<file path="src/rtl/tape_prefetch.sv">
// Purpose : SDRAM-to-TZX-player tape fetch engine with a small prefetch FIFO, rewind and end-of-tape.
// Latency : player request answered at the next edge when FIFO is non-empty; one cycle after the push when empty.
// Backpr. : reads are issued only while level<DEPTH and one at a time; player requests wait with no timeout.
//
// Ports:
//   clk_sys, reset_n          system clock, synchronous active-low reset
//   dl_active, dl_addr        download stream; image extent is taken from the last dl_addr seen
//   rewind                    one-cycle pulse, restarts playback at address 0
//   mem_rd/mem_addr/mem_ack/mem_data   SDRAM read port (level request, toggle completion)
//   req/ack/data              player toggle handshake, data valid once ack==req
//   tape_reset                registered player restart strobe
//   level, eot                FIFO occupancy, end of tape
module tape_prefetch #(
    parameter int ADDR_W     = 23,
    parameter int DEPTH_LOG2 = 3
) (
    input  logic                  clk_sys,
    input  logic                  reset_n,
    input  logic                  dl_active,
    input  logic [ADDR_W-1:0]     dl_addr,
    input  logic                  rewind,
    output logic                  mem_rd,
    output logic [ADDR_W-1:0]     mem_addr,
    input  logic                  mem_ack,
    input  logic [7:0]            mem_data,
    input  logic                  req,
    output logic                  ack,
    output logic [7:0]            data,
    output logic                  tape_reset,
    output logic [DEPTH_LOG2:0]   level,
    output logic                  eot
);

    localparam int DEPTH = 1 << DEPTH_LOG2;
    localparam int PTR_W = (DEPTH_LOG2 > 0) ? DEPTH_LOG2 : 1;
    localparam int LVL_W = DEPTH_LOG2 + 1;

    typedef enum logic {
        S_IDLE = 1'b0,
        S_READ = 1'b1
    } state_t;

    state_t              state;
    state_t              state_nxt;

    logic [ADDR_W-1:0]   fetch_addr;
    logic [ADDR_W-1:0]   last_addr;
    logic                loaded;
    logic                ack_seen;
    logic                discard;
    logic                dl_active_q;

    logic [7:0]          fifo_mem [DEPTH];
    logic [PTR_W-1:0]    wr_ptr;
    logic [PTR_W-1:0]    rd_ptr;

    logic                flush;
    logic                mem_toggle;
    logic                start_rd;
    logic                push;
    logic                pop;

    function automatic logic [PTR_W-1:0] ptr_inc(input logic [PTR_W-1:0] p);
        return (p == PTR_W'(DEPTH - 1)) ? '0 : p + PTR_W'(1);
    endfunction

    // Download and rewind both empty the FIFO and restart from address 0.
    assign flush      = dl_active | rewind;
    assign mem_toggle = (mem_ack != ack_seen);

    assign start_rd = (state == S_IDLE) & loaded & ~dl_active & ~rewind &
                      (level < LVL_W'(DEPTH)) & (fetch_addr <= last_addr);

    // A completion that races with a flush is dropped as well: the flush wins.
    assign push = (state == S_READ) & mem_toggle & ~discard & ~flush;
    // A pending player request survives a flush and is served after refill.
    assign pop  = (req != ack) & (level != '0) & ~flush;

    assign eot = loaded & (fetch_addr > last_addr) & (level == '0) & ~mem_rd;

    // Fetch FSM state register
    always_ff @(posedge clk_sys) begin
        if (!reset_n) begin
            state <= S_IDLE;
        end else begin
            state <= state_nxt;
        end
    end

    // Fetch FSM next state; the SDRAM port cannot abort, so READ always waits for its toggle
    always_comb begin
        state_nxt = state;
        case (state)
            S_IDLE: if (start_rd)   state_nxt = S_READ;
            S_READ: if (mem_toggle) state_nxt = S_IDLE;
            default:                state_nxt = S_IDLE;
        endcase
    end

    // FIFO storage, no reset needed: contents are only read below level
    always_ff @(posedge clk_sys) begin
        if (push) begin
            fifo_mem[wr_ptr] <= mem_data;
        end
    end

    always_ff @(posedge clk_sys) begin
        if (!reset_n) begin
            mem_rd      <= 1'b0;
            mem_addr    <= '0;
            ack         <= 1'b0;
            data        <= 8'h00;
            level       <= '0;
            tape_reset  <= 1'b1;
            loaded      <= 1'b0;
            fetch_addr  <= '0;
            last_addr   <= '0;
            discard     <= 1'b0;
            dl_active_q <= 1'b0;
            wr_ptr      <= '0;
            rd_ptr      <= '0;
            // Resynchronise to the current toggle level so a stale edge is never taken as a completion.
            ack_seen    <= mem_ack;
        end else begin
            dl_active_q <= dl_active;
            tape_reset  <= flush;

            // Image extent tracks the download; an empty download still leaves one byte at address 0.
            if (dl_active) begin
                last_addr <= dl_addr;
                loaded    <= 1'b0;
            end else if (dl_active_q) begin
                loaded    <= 1'b1;
            end

            if (start_rd) begin
                mem_rd   <= 1'b1;
                mem_addr <= fetch_addr;
            end

            if (state == S_READ) begin
                if (mem_toggle) begin
                    ack_seen <= mem_ack;
                    mem_rd   <= 1'b0;
                    discard  <= 1'b0;
                end else if (flush) begin
                    discard  <= 1'b1;
                end
            end

            if (flush) begin
                fetch_addr <= '0;
            end else if (push) begin
                fetch_addr <= fetch_addr + ADDR_W'(1);
            end

            if (pop) begin
                data <= fifo_mem[rd_ptr];
                ack  <= req;
            end

            if (flush) begin
                wr_ptr <= '0;
                rd_ptr <= '0;
                level  <= '0;
            end else begin
                if (push) wr_ptr <= ptr_inc(wr_ptr);
                if (pop)  rd_ptr <= ptr_inc(rd_ptr);
                if (push && !pop) begin
                    level <= level + LVL_W'(1);
                end else if (pop && !push) begin
                    level <= level - LVL_W'(1);
                end
            end
        end
    end

endmodule

</file>
<file path="config.mk">
export PLATFORM = sky130hd
export DESIGN_NAME = tape_prefetch
export DESIGN_NICKNAME = d
export VERILOG_FILES = /design/src/rtl/tape_prefetch.sv
export SDC_FILE = /design/constraint.sdc
export NUM_CORES = 1
export LEC_CHECK = 0
export ABC_AREA = 1
export CORE_UTILIZATION = 35
export CTS_BUF_LIST = sky130_fd_sc_hd__clkbuf_8
export CTS_CLUSTER_DIAMETER = 120
export DETAILED_ROUTE_END_ITERATION = 7
export GPL_ROUTABILITY_DRIVEN = 0
export HOLD_SLACK_MARGIN = 0.02
export SETUP_SLACK_MARGIN = 0.15
export SYNTH_ARGS = -nofsm -noshare
export SYNTH_HDL_FRONTEND = slang
export SYNTH_SLANG_ARGS = --single-unit
</file>
<file path="constraint.sdc">
create_clock -name clk_sys -period 4 [get_ports clk_sys]
set_input_delay 0.8 -clock clk_sys [delete_from_list [all_inputs] [get_ports clk_sys]]
set_output_delay 0.8 -clock clk_sys [all_outputs]
set_load 0.01 [all_outputs]
</file>
==> results_dict.tcl <==
set metrics [dict create \
    status "complete, no violations" \
    yosysWarnings 0 \
    layout-drive-gt1-share_pct 10.6 \
    routedWlPerCell_um 14.1 \
    routed_via_density 4.79 \
    synthesis.nets 883 \
    clock.fmax_mhz 302 \
    ys_seq_elements 159 \
    start_util_pct 35.7 \
    timing.critical_path.from "fetch_addr[10]$_SDFFE_PP0P_" \
    post_cts_resized 0 \
    irDropWorstVdd_mv 0.224 \
    dieArea_um2 21200 \
    cp_max_fo 5 \
    clk_pin_slew_ns 0.10 \
    setup_viol_count_final 0 \
    io_buffers 75 \
    clock_path_buffers 2 \
    core_um2 20200 \
    pin_count 76 \
    hold_buffers 0 \
    rows 52 \
    drtPass1Iterations 5 \
    layout_min_cycle_time_ns 3.31 \
    htree_levels 4 \
    hold_violations 0 \
    drt-total-wl_um 16500 \
    insertion_delay_ns 0.45 \
    worst_pin_slew_ns 0.809 \
    p_leak_nw 3.26 \
    skew_ns 0.0159 \
    die_h_um 146 \
    worstPathArrival_ns 2.51 \
    track_usage_pct 16.3 \
    num_antenna_cells 0 \
    hpwl_um 11600 \
    syn_area_um2 7230 \
    synthDistinctLibCells 42 \
    synthAdderAreaFrac_pct 5.64 \
    yosysTopAreaCellShare_pct 27.0 \
    synth_compound_area_share_pct 13.7 \
    finalSetupTns_ns 0 \
    post_cts_buffers 0 \
    drt_iter0_markers 314 \
    synth-simple-area-share_pct 20.0 \
    drv_cap 0 \
    yosys.area.top_type "edfxtp_1" \
    cts-root-buf "clkbuf_8" \
    grt_pass1_wl_um 27200 \
    startpoint_type "flip-flop" \
    maxSlewViolCount 0 \
    syn_avg_cell_area_um2 8.88 \
    cts_buffers 17 \
    synthMuxAreaShare_pct 0 \
    antenna_found_initial 0 \
    cts_tree "yes" \
    fin_ws_ns 0.689 \
    grt_pass1_vias 5386 \
    grt_overflow 0 \
    grt_max_degree 48 \
    final_nets 959 \
    synth_xor_area_share_pct 0.485 \
    critPathKind "reg -> out" \
    die_w_um 146 \
    cts_sinks 159 \
    drc 0 \
    postSynthCellCount 814 \
    rsz0062_at_grt "false" \
    route.antenna.remaining_nets 0 \
    hp-class "reg -> reg" \
    dp_worst_setup_slack_ns 0.571 \
    end_kind "primary output" \
    num_vias 5622 \
    ys_seq_area_share_pct 53.0 \
    required_ns 3.20 \
    hold_start "dl_active_q$_SDFF_PN0_" \
    fin_crit_sh_pct 82.8 \
    area_growth_pct 20.5 \
    worstReg2RegStart "level[0]$_SDFFE_PP0P_" \
    maxSlewHeadroom_pct 46.0 \
    synth_top_family_by_area "simple AND/OR/NAND/NOR gates" \
    power.density_nw_per_um2 363 \
    netlist_top_cells_area "edfxtp_1 (27%), dfxtp_1 (26%), nand2_1 (7.6%)" \
]
==> Yosys cell counts <==
| cell | n |
|---|---|
| a211oi_1 | 1 |
| a21o_1 | 2 |
| a21oi_1 | 45 |
| a21oi_2 | 19 |
| a22o_1 | 1 |
| a22oi_1 | 1 |
| a31oi_1 | 2 |
| buf_1 | 2 |
| buf_2 | 12 |
| buf_4 | 1 |
| buf_6 | 3 |
| clkbuf_1 | 16 |
| clkinv_2 | 1 |
| dfxtp_1 | 94 |
| edfxtp_1 | 65 |
| fa_1 | 1 |
| ha_1 | 31 |
| inv_1 | 87 |
| inv_2 | 5 |
| nand2_1 | 146 |
| nand2_2 | 4 |
| nand2_4 | 1 |
| nand3_1 | 41 |
| nand3b_2 | 1 |
| nand4_1 | 8 |
| nor2_1 | 93 |
| nor2_2 | 5 |
| nor2_4 | 4 |
| nor3_1 | 14 |
| nor3_2 | 3 |
| nor3_4 | 3 |
| nor3b_2 | 1 |
| o211a_1 | 1 |
| o211ai_1 | 8 |
| o21a_1 | 1 |
| o21ai_0 | 69 |
| o21ai_1 | 1 |
| o221ai_1 | 8 |
| o22ai_1 | 8 |
| or2_1 | 1 |
| xnor2_1 | 1 |
| xor2_1 | 3 |
==> logic make-up (layout without fill, tap and decap cells) <==
logic type	after synthesis	count (layout)
flops	159	159
compound gates	167	167
simple gates	325	325
buf+inv	127	216
fa+ha+maj	32	32
xor+xnor	4	4
==> worst paths after layout <==
kind	endpoint	slack, ns	cells after the start
worst max register to register	level[3]$_SDFFE_PP0P_	1.38	15
worst min register to register	loaded$_SDFFE_PP0P_	0.45	2
worst min-delay path	loaded$_SDFFE_PP0P_	0.45	2
worst max-delay path	eot	0.69	10
==> cell type report <==
class	instances	area, um^2
Clock inverter	15	201
Timing Repair Buffer	91	871
Inverter	93	350
Tap cell	270	338
Sequential cell	159	3830
Fill cell	2018	11500
Clock buffer	17	234
Multi-Input combinational cell	528	2890
==> flip-flops by register name (all words and copies together) (netlist names) <==
name         cells
fifo_mem        64
fetch_addr      23
last_addr       23
mem_addr        23
data             8
level            4
rd_ptr           3
wr_ptr           3
ack              1
ack_seen         1
discard          1
dl_active_q      1
loaded           1
mem_rd           1
state            1
tape_reset       1
==> cell usage in the layout (no fill, tap or decap), types with 14 or more instances in the layout <==
master,count
nand2_1,146
dfxtp_1,94
nor2_1,92
inv_1,87
clkdlybuf4s50_1,75
o21ai_0,69
edfxtp_1,65
a21oi_1,45
nand3_1,41
ha_1,31
a21oi_2,19
clkbuf_8,17
buf_4,16
nor3_1,14
==> stage by stage <==
step	power, W	hold WS (ns)	util [%]	std cells	area, um^2
finish	0.00316	0.454	43.1	1173	8710
global route	0.00328	0.503	43.1	1173	8710
CTS	0.00319	0.452	43.1	1173	8710
detailed placement	0.00191	0.438	40.9	1141	8280
global placement	0.00191	0.428	40.9	1141	8280
floorplan	0.00183	0.425	-	814	7230
==> where the power goes <==
group,switching [W],internal [W]
logic,0.0000890,0.0000710
clock network,0.000651,0.000642
registers,0.00000729,0.00170
==> layer usage <==
layer	up-vias	GRT usage, %	part of all wire (%)	routed length [um]
li1	2886	-	-	-
met1	2608	20.3	45	7450
met2	108	28.4	49	8120
met3	20	3.01	4.0	657
met4	0	5.42	1.5	255
met5	-	0	0	0
==> worst max-delay path, stage by stage, from the launching register on <==
cell	delay (ns)
dfxtp_1	0.36
ha_1	0.31
nand2_1	0.07
nor2_1	0.21
nand2_1	0.08
nor2_1	0.09
nand2_1	0.06
nand3_1	0.08
nand2_2	0.09
nor3_2	0.14
clkdlybuf4s50_1	0.56
(Power assumes the default switching activity.)
